--- src/rtl/uart_receiver.sv ---
// uart_receiver: UART receive side, 8N1/8N2, LSB first, mid-bit sampling.
// Bytes come out with a one-cycle rx_valid pulse. A sampled stop bit of 0
// gives a one-cycle frame_err pulse instead.
module uart_receiver #(
    parameter int DATA_W = 8,
    parameter int COMP_W = 16
) (
    input  logic              clk,
    input  logic              reset,
    input  logic              rec_en,
    input  logic [COMP_W-1:0] comp,
    input  logic [1:0]        stop_sel,
    input  logic              uart_rx,
    output logic [DATA_W-1:0] rx_data,
    output logic              rx_valid,
    output logic              frame_err,
    output logic              busy
);

    typedef enum logic [1:0] {
        IDLE    = 2'd0,
        START   = 2'd1,
        RECEIVE = 2'd2,
        STOP    = 2'd3
    } state_t;

    localparam logic [COMP_W-1:0] COMP_ONE = COMP_W'(1);
    localparam logic [3:0]        LAST_BIT = 4'(DATA_W);

    state_t              state, state_n;
    logic                rx_meta, rx_s;
    logic [COMP_W-1:0]   comp_c, comp_c_n;
    logic [3:0]          bit_c, bit_c_n;
    logic [DATA_W-1:0]   shift_reg, shift_reg_n;
    logic [DATA_W-1:0]   rx_data_n;
    logic                rx_valid_n, frame_err_n;
    logic [COMP_W-1:0]   comp_int, comp_int_n;
    logic [1:0]          stop_sel_int, stop_sel_int_n;
    logic [COMP_W-1:0]   half_last;
    logic [COMP_W-1:0]   bit_last;

    // Start bit is checked half a bit period in; data and stop bits one full period apart.
    assign half_last = (comp_int >> 1) - COMP_ONE;
    assign bit_last  = comp_int - COMP_ONE;
    assign busy      = (state != IDLE);

    // Two-flop synchronizer for the asynchronous line; idles high out of reset.
    always_ff @(posedge clk) begin
        if (reset) begin
            rx_meta <= 1'b1;
            rx_s    <= 1'b1;
        end else begin
            rx_meta <= uart_rx;
            rx_s    <= rx_meta;
        end
    end

    // State, counters, shift register, latched config and registered output pulses.
    always_ff @(posedge clk) begin
        if (reset) begin
            state        <= IDLE;
            comp_c       <= '0;
            bit_c        <= '0;
            shift_reg    <= '0;
            rx_data      <= '0;
            rx_valid     <= 1'b0;
            frame_err    <= 1'b0;
            comp_int     <= '0;
            stop_sel_int <= '0;
        end else begin
            state        <= state_n;
            comp_c       <= comp_c_n;
            bit_c        <= bit_c_n;
            shift_reg    <= shift_reg_n;
            rx_data      <= rx_data_n;
            rx_valid     <= rx_valid_n;
            frame_err    <= frame_err_n;
            comp_int     <= comp_int_n;
            stop_sel_int <= stop_sel_int_n;
        end
    end

    // Next-state and datapath decisions; the frame returns to IDLE at mid-stop-bit.
    always_comb begin
        state_n        = state;
        comp_c_n       = comp_c;
        bit_c_n        = bit_c;
        shift_reg_n    = shift_reg;
        rx_data_n      = rx_data;
        rx_valid_n     = 1'b0;
        frame_err_n    = 1'b0;
        comp_int_n     = comp_int;
        stop_sel_int_n = stop_sel_int;

        if (!rec_en) begin
            state_n  = IDLE;
            comp_c_n = '0;
            bit_c_n  = '0;
        end else begin
            unique case (state)
                IDLE: begin
                    if (!rx_s) begin
                        state_n        = START;
                        comp_int_n     = comp;
                        stop_sel_int_n = stop_sel;
                        comp_c_n       = '0;
                        bit_c_n        = '0;
                    end
                end
                START: begin
                    if (comp_c == half_last) begin
                        comp_c_n = '0;
                        state_n  = rx_s ? IDLE : RECEIVE;
                    end else begin
                        comp_c_n = comp_c + COMP_ONE;
                    end
                end
                RECEIVE: begin
                    if (comp_c == bit_last) begin
                        shift_reg_n = {rx_s, shift_reg[DATA_W-1:1]};
                        comp_c_n    = '0;
                        if (bit_c + 4'd1 == LAST_BIT) begin
                            bit_c_n = '0;
                            state_n = STOP;
                        end else begin
                            bit_c_n = bit_c + 4'd1;
                        end
                    end else begin
                        comp_c_n = comp_c + COMP_ONE;
                    end
                end
                STOP: begin
                    if (comp_c == bit_last) begin
                        comp_c_n = '0;
                        if (!rx_s) begin
                            frame_err_n = 1'b1;
                            bit_c_n     = '0;
                            state_n     = IDLE;
                        end else if (!stop_sel_int[1] || bit_c == 4'd1) begin
                            rx_data_n  = shift_reg;
                            rx_valid_n = 1'b1;
                            bit_c_n    = '0;
                            state_n    = IDLE;
                        end else begin
                            bit_c_n = 4'd1;
                        end
                    end else begin
                        comp_c_n = comp_c + COMP_ONE;
                    end
                end
                default: begin
                    state_n = IDLE;
                end
            endcase
        end
    end

endmodule

--- config.mk ---
export PLATFORM = sky130hd
export DESIGN_NAME = uart_receiver
export DESIGN_NICKNAME = d
export VERILOG_FILES = /design/src/rtl/uart_receiver.sv
export SDC_FILE = /design/constraint.sdc
export NUM_CORES = 1
export LEC_CHECK = 0
export ABC_AREA = 0
export CAP_MARGIN = 20
export CORE_AREA = 2 2 82 163
export DETAILED_ROUTE_END_ITERATION = 6
export DIE_AREA = 0 0 84 165
export PLACE_DENSITY_LB_ADDON = 0.08
export SLEW_MARGIN = 15
export SYNTH_ARGS = -nofsm -noshare
export SYNTH_HDL_FRONTEND = slang
export SYNTH_SLANG_ARGS = --single-unit
--- constraint.sdc ---
create_clock -name clk -period 7.29 [get_ports clk]
set_input_delay 1.458 -clock clk [delete_from_list [all_inputs] [get_ports clk]]
set_output_delay 1.458 -clock clk [all_outputs]
set_load 0.02 [all_outputs]
==> results.txt, run 1 <==
Avg WL per Cell: 16.8 um
Number of synthesized flops with an enable pin: 0
Hold_buf cts: 0
Yosys warnings: 0
Global route overflow: 0
LEAKAGE: 0.00165 uW
Antenna diodes: 0
Critical R2R Launch: comp_int[1]$_SDFFE_PP0P_
Area grow syn2layout: 20.4%
Antenna violations before repair: 0
Post-CTS Resized: 0
Pin count of the biggest net entering global routing: 40
Max Clock Freq: 0.250 GHz
Post-layout util: 0.357
Final setup fails: 0
Die Wd: 84 um
RSZ-0062 raised after global routing: false
Minimum clock period: 4010 ps
Hold depth: 1
Setup Buffers After CTS: 0
Via count: 3337
Hold Path Sink: rx_s$_SDFF_PP1_
Endpoints failing hold: 0
Syn Inst Count: 467
Biggest regs: comp_c x16, comp_int x16
Final RePlAce weighted congestion: 0.795
Worst-skew pair later-pin latency: 340 ps
FFs w/ async S/R, synth: 0
Nets@finish: 508
Input/output buffers: 31
TritonCTS clock tree: built
Io pins: 33
Fillers: 1365
Post-DRT Antenna Nets: 0
DRC Markers: 0
Area of the core: 0.0126 mm2
Hpwl dp: 8.10 mm
Clock root cell: clkbuf_16
DRT iter0 DRCs: 139
Die Area: 0.0139 mm2
First-pass GRT wire length: 17.5 mm
Clock slew at reported path FFs: 50 ps
# Max-Cap Violations: 0
Clk buf depth: 2
Clock skew: 10.7 ps
CP required: 7540 ps
CTS buffer count: 9
Chip height: 165 um
Syn Nets: 495
Layout cell share with drive strength beyond 1: 0.0907
Hold_sp: rx_meta$_SDFF_PP1_
Post-Route WL: 10.7 mm
Total track usage: 0.163
Worst Hold Class: reg -> reg
Crit. End Element: flop
Pre-antenna DRT Iters: 4
CP arrival: 4250 ps
Synth Flop Type: dfxtp_1
DP Cell Count: 618
Initial core utilization: 0.296
Vias in the first global route: 3358
Syn_area_per_cell: 7.97 um2
Status: finished clean
Period utilisation layout: 0.549
Distinct cells, synth: 59
Relative slew margins: 0.532
Crit Path Max Fanout: 14
Total power: 917 uW
VDD IR-drop max: 0.117 mV
Fin cells: 635
CP startpoint kind: flop
CP Class: reg -> reg
Mapped cell area: 0.00372 mm2
Reg2Reg Depth: 10
TNS Setup: 0 ps
Actual slew at the worst max-slew pin: 702 ps
Pwr Density: 205 mW/mm2
Yosys reg bits: 59
Vias per cell: 5.26
Clock Sinks: 59
Crit Reg-Reg Endpoint: bit_c[2]$_SDFFE_PP0P_
Pins Over Slew Limit: 0
Row cnt: 58
Hold WS: 410 ps
Setup slack, reg-to-reg: 3280 ps
Post-synthesis sequential area ratio: 0.317
Number of H-tree levels: 3
[kinds of logic after synthesis]
family | after synthesis | share of synthesized area
buf+inv | 48 | 0.0521
simple gates | 199 | 0.297
fa+ha+maj | 6 | 0.0202
xor+xnor | 43 | 0.101
mux | 16 | 0.0437
compound gates | 96 | 0.168
flops | 59 | 0.317
[power by group]
part	switching [uW]	internal, uW	leakage [uW]
sequential	6.18	325	0.000476
combinational	47.0	38.9	0.00101
clock	164	336	0.000166
[cell usage after synthesis, types with 3 or more instances]
master,n,area [um2]
inv_1,10,37.5
a21o_1,11,82.6
nand2b_1,28,175
or3_1,5,31.3
and3_1,8,50.1
a22o_1,4,35.0
ha_1,6,75.1
nor3_1,9,45.0
dfxtp_1,59,1180
and4_1,3,26.3
a221oi_1,11,96.3
nor2_1,19,71.3
nand2_1,59,221
a21oi_1,30,150
clkbuf_1,31,116
nor2b_1,6,37.5
o21ai_0,17,85.1
or2_2,8,50.1
mux2i_1,14,140
nand4_1,6,37.5
xor2_1,18,158
nor3b_1,4,30.0
nor4_1,5,31.3
buf_2,4,20.0
nand3_1,22,110
xnor2_1,25,219
[cell usage in the layout, fill, tap and decap left out, types with 14 or more instances in the layout]
cell type and count:
xor2_1 18, nand2_1 59, o21ai_0 17, nand2b_1 28, dfxtp_1 59, mux2i_1 14
a21oi_1 30, xnor2_1 25, nand3_1 22, nor2_1 19, clkdlybuf4s50_1 31
[per-layer routing]
layer  wire, um  vias up  track usage
met5          0        -            0
met4        288        0       0.0718
met1       3880     1598        0.155
met2       6190       56        0.327
li1           -     1666            -
met3        326       17       0.0330
[final cells by class]
cell class	count	area, um2	area share
Clock buffer	9	225	0.0503
Clock inverter	7	124	0.0276
Inverter	10	37.5	0.00838
Multi-Input combinational cell	360	2350	0.525
Sequential cell	59	1180	0.264
Tap cell	150	188	0.0419
Timing Repair Buffer	40	375	0.0838
[worst max-delay path by stage]
stage	start	endpoint	slack, ps	cells past startpoint
after global routing	comp_int[1]$_SDFFE_PP0P_	bit_c[2]$_SDFFE_PP0P_	3140	10
after global placement	comp_int[1]$_SDFFE_PP0P_	bit_c[2]$_SDFFE_PP0P_	3240	10
final	comp_int[1]$_SDFFE_PP0P_	bit_c[2]$_SDFFE_PP0P_	3280	10
after floorplan	comp_int[2]$_SDFFE_PP0P_	bit_c[2]$_SDFFE_PP0P_	4170	11
after detailed placement	comp_int[1]$_SDFFE_PP0P_	bit_c[2]$_SDFFE_PP0P_	3280	10
after CTS	comp_int[1]$_SDFFE_PP0P_	bit_c[2]$_SDFFE_PP0P_	3240	10
[metrics by stage]
stage               instance area [um2]  worst slack (ps)
floorplan                          3720              4170
global placement                   4130              3240
detailed placement                 4130              3280
CTS                                4480              3240
global route                       4480              3140
finish                             4480              3280
[critical path: stages (launching register included)]
cell and delay (ps):
dfxtp_1 370, inv_1 170, ha_1 280, nor4b_4 490, a22oi_1 230, nor4_1 440
and4_1 290, nand4_2 170, or4_4 670, or4b_1 540, a211oi_1 240
(Power assumes the default switching activity.)
==> run 2, diff against run 1 <==
==> constraint.sdc (replaced) <==
create_clock -name clk -period 3.47 [get_ports clk]
set_input_delay 0.694 -clock clk [delete_from_list [all_inputs] [get_ports clk]]
set_output_delay 0.694 -clock clk [all_outputs]
set_load 0.02 [all_outputs]
==> results.txt, run 2 (synthesis results as in run 1) <==
Worst Hold Class: reg -> reg
Antenna diodes: 0
Clk buf depth: 2
Pre-antenna DRT Iters: 4
Crit. End Element: flop
Layout cell share with drive strength beyond 1: 0.129
Cell family with most CP delay: simple AND/OR/NAND/NOR gates
Actual slew at the worst max-slew pin: 921 ps
Crit Path Max Fanout: 9
Row cnt: 58
Area of the core: 0.0126 mm2
Via count: 3399
Final setup fails: 0
Buf/Inv on CP: 0
Post-DRT Antenna Nets: 0
DRC Markers: 0
Period utilisation layout: 0.961
Max Clock Freq: 0.300 GHz
Post-placement cell area: 0.00428 mm2
Worst-path cell with the longest stage delay: nor4_4
Die Wd: 84 um
RSZ-0062 raised after global routing: false
Pwr Density: 405 mW/mm2
Hold WS: 409 ps
Clock skew: 3.26 ps
First-pass GRT wire length: 18.6 mm
Antenna violations before repair: 0
Initial core utilization: 0.296
Pin count of the biggest net entering global routing: 39
Setup slack, reg-to-reg: 140 ps
Detail Route met2 WL: 6.74 mm
Io pins: 33
Area grow syn2layout: 24.7%
Global route overflow: 0
CP required: 3710 ps
Post-layout util: 0.370
Nets@finish: 528
Worst path max stage delay: 620 ps
Post-Route WL: 11.4 mm
Endpoints failing hold: 0
CTS buffer count: 9
Design area: 0.00464 mm2
Total track usage: 0.174
Storage element area: 0.00118 mm2
Input/output buffers: 31
Minimum clock period: 3330 ps
Relative slew margins: 0.386
Cell Chain, Critical Path: nor4_4 > nand4_1 > mux2_2 > mux2i_1 > o22a_1 > or4_4 > or4b_1 > a211oi_1
CP startpoint kind: flop
Vias per cell: 5.19
CP arrival: 3580 ps
LEAKAGE: 0.00174 uW
TritonCTS clock tree: built
# Max-Cap Violations: 0
Avg WL per Cell: 17.5 um
Clock slew at reported path FFs: 60 ps
Clock root cell: clkbuf_16
Chip height: 165 um
DRT iter0 DRCs: 142
Area of the multi-input gates: 0.00236 mm2
Commonest cells after routing, fill and taps aside: nand2_1 (59), dfxtp_1 (59), clkdlybuf4s50_1 (31)
Pins Over Slew Limit: 0
Hpwl dp: 8.78 mm
Number of H-tree levels: 3
VDD IR-drop max: 0.305 mV
DR WL met3: 238 um
Biggest regs: comp_c x16, comp_int x16
Met1 wire length: 4.04 mm
Fillers: 1335
CP Class: reg -> reg
TNS Setup: 0 ps
Final RePlAce weighted congestion: 0.809
Status: finished clean
Clock Sinks: 59
Vias in the first global route: 3576
Die Area: 0.0139 mm2
Worst-skew pair later-pin latency: 340 ps
Top sig layer: met4
Hold_buf cts: 0
[run 2: changes by cell type in the layout (fill, tap and decap cells not counted), moves of 2 or more]
cell     before  now
buf_12        0    2
nor3b_2       0    2
nor3b_1       4    2
buf_4         8   27
[run 2: worst paths after layout]
| path | startpoint | to | cells after the start |
|---|---|---|---|
| hold reg to reg | rx_meta$_SDFF_PP1_ | rx_s$_SDFF_PP1_ | 1 |
| setup reg to reg | comp_int[5]$_SDFFE_PP0P_ | bit_c[2]$_SDFFE_PP0P_ | 8 |
| setup / recovery | comp_int[5]$_SDFFE_PP0P_ | bit_c[2]$_SDFFE_PP0P_ | 8 |
| hold / removal | rx_meta$_SDFF_PP1_ | rx_s$_SDFF_PP1_ | 1 |
[run 2: layout make-up]
cell class / count / share of cell area
repair buffers: 60 / 0.119
clock buffers: 9 / 0.0485
multi-input cells: 360 / 0.508
clock inverters: 7 / 0.0218
flip-flops and latches: 59 / 0.254
well taps: 150 / 0.0404
inverters: 10 / 0.00809
[run 2: timing repair]
| item | CTS | global route |
|---|---|---|
| gates resized for setup | 0 | 2 |
| buffers inserted | 0 | 3 |
| endpoints found under the setup margin | 0 | 26 |
[run 2: layer usage]
metal,global-route usage,up-vias
met5,0,-
met4,0.0902,0
met3,0.0265,23
met1,0.161,1619
met2,0.357,51
li1,-,1706
[run 2: stage by stage]
| step | std cells | total power, uW | setup WS (ps) |
|---|---|---|---|
| after floorplan | 467 | 821 | 350 |
| after global placement | 636 | 895 | 140 |
| after detailed placement | 636 | 898 | 63.8 |
| after CTS | 652 | 1910 | 48.1 |
| after global routing | 655 | 1960 | 0.629 |
| final | 655 | 1880 | 137 |
[run 2: power breakdown]
group | total [uW] | switching (uW) | leakage, uW | internal (uW)
Clock | 994 | 360 | 0.000152 | 633
Sequential | 694 | 10.8 | 0.000476 | 683
Combinational | 193 | 102 | 0.00112 | 91.9
==> run 3, diff against run 2 <==
--- a/config.mk
+++ b/config.mk
@@ -8,9 +8,11 @@
 export ABC_AREA = 0
 export CAP_MARGIN = 20
 export CORE_AREA = 2 2 82 163
+export CTS_CLUSTER_DIAMETER = 60
 export DETAILED_ROUTE_END_ITERATION = 6
 export DIE_AREA = 0 0 84 165
 export PLACE_DENSITY_LB_ADDON = 0.08
+export SETUP_SLACK_MARGIN = 0.5
 export SLEW_MARGIN = 15
 export SYNTH_ARGS = -nofsm -noshare
 export SYNTH_HDL_FRONTEND = slang
==> results.txt, run 3 (synthesis results as in run 1) <==
Clock Sinks: 59
CTS buffer count: 9
Critical Path Source: comp_int[2]$_SDFFE_PP0P_
Clock slew at reported path FFs: 60 ps
Hold_sp: rx_meta$_SDFF_PP1_
Final RePlAce weighted congestion: 0.794
Max Clock Freq: 0.333 GHz
Io pins: 33
Commonest cells after routing, fill and taps aside: nand2_1 (59), dfxtp_1 (55), clkdlybuf4s50_1 (31)
DRT iter0 DRCs: 131
Input/output buffers: 31
Die Wd: 84 um
Pin count of the biggest net entering global routing: 39
Pwr Density: 368 mW/mm2
Crit. End Element: flop
Via count: 3386
Period utilisation layout: 0.866
Row cnt: 58
CP Class: reg -> reg
Layout cell share with drive strength beyond 1: 0.204
Worst-skew pair later-pin latency: 340 ps
Relative slew margins: 0.474
Final setup fails: 0
Vias per cell: 5.12
CP required: 3720 ps
Worst-path cell with the longest stage delay: or4b_1
TNS Setup: 0 ps
Minimum clock period: 3010 ps
CP arrival: 3260 ps
M2 GR Usage: 0.347
Hold WS: 420 ps
Clock root cell: clkbuf_16
Status: finished clean
LEAKAGE: 0.00180 uW
Hold_buf cts: 0
Clk buf depth: 2
Nets@finish: 534
Pins Over Slew Limit: 0
Pre-antenna DRT Iters: 5
Post-layout util: 0.387
Antenna diodes: 0
Worst Hold Class: reg -> reg
VDD IR-drop max: 0.231 mV
Most frequent CP cell: buf_4
Most common cell after layout, fill and taps aside: nand2_1
Actual slew at the worst max-slew pin: 789 ps
Antenna violations before repair: 0
Biggest regs: comp_c x16, comp_int x16
Crit Path Max Fanout: 5
Number of H-tree levels: 3
Fillers: 1337
Worst path max stage delay: 550 ps
Total track usage: 0.167
Die Area: 0.0139 mm2
Hpwl dp: 8.16 mm
Vias in the first global route: 3497
DRC Markers: 0
Area of the core: 0.0126 mm2
Clock skew: 8.50 ps
Area grow syn2layout: 30.5%
# Max-Cap Violations: 0
First-pass GRT wire length: 17.8 mm
Post-DRT Antenna Nets: 0
GR Util met1: 0.157
Chip height: 165 um
Avg WL per Cell: 16.7 um
RSZ-0062 raised after global routing: true
Post-Route WL: 11.0 mm
Critical R2R Launch: comp_int[2]$_SDFFE_PP0P_
Most Crowded Layer GR: met2
Initial core utilization: 0.296
Met3 usage: 0.0305
Endpoints failing hold: 0
Cell Chain, Critical Path: buf_4 > nor4_4 > buf_4 > nand2_2 > o311a_1 > o21ai_2 > nand4_4 > or4_4 > or4b_1 > a211oi_2
CP startpoint kind: flop
Global route overflow: 0
TritonCTS clock tree: built
## run 3: changes by cell type in the layout (fill, tap and decap cells not counted), sizes merged
cell / before / now
clkbuf: 9 / 11
clkinv: 2 / 1
bufinv: 2 / 0
clkinvlp: 2 / 3
buf: 29 / 35
## run 3: area by class of cell
class	instances	area, um2	share of cell area
Clock buffer	11	253	0.0521
Clock inverter	5	36.3	0.00747
Inverter	10	37.5	0.00773
Multi-Input combinational cell	360	2550	0.526
Sequential cell	59	1190	0.244
Tap cell	150	188	0.0387
Timing Repair Buffer	66	603	0.124
## run 3: per-layer routing
metal	routed length, um	vias up	part of all wire
met4	183	0	0.017
met3	231	13	0.021
li1	-	1724	-
met2	6530	35	0.59
met1	4070	1614	0.37
met5	0	-	0
## run 3: what timing repair did
action | CTS | global route
gates resized for setup | 32 | 29
endpoints found under the setup margin | 38 | 40
buffers inserted | 8 | 3
gates cloned | 1 | 0
pin swaps | 14 | 13
## run 3: worst max-delay path, delay by kind of cell, from the launching register on
kind                   cells  cell delay, ps
and+or+nand+nor            5            1630
buffers and inverters      2             330
DFF                        1             320
AOI/OAI and AO/OA          3             620
## run 3: worst paths after layout
| path | endpoint | slack, ps | cells after the start |
|---|---|---|---|
| max | bit_c[2]$_SDFFE_PP0P_ | 460 | 10 |
| min | rx_s$_SDFF_PP1_ | 420 | 1 |
| max reg2reg | bit_c[2]$_SDFFE_PP0P_ | 460 | 10 |
| min reg2reg | rx_s$_SDFF_PP1_ | 420 | 1 |
## run 3: metrics by stage
stage	area [um2]	std cells	setup WS (ps)	total power [uW]
floorplan	3740	467	505	823
global placement	4260	633	206	889
detailed placement	4260	633	145	891
CTS	4720	658	348	1800
global route	4850	661	328	1860
finish	4850	661	464	1790
## run 3: report_power, final
group / internal, uW / leakage [uW] / switching [uW] / total, uW
clock network: 523 / 0.000134 / 349 / 872
logic: 109 / 0.00119 / 111 / 220
registers: 683 / 0.000478 / 11.8 / 695
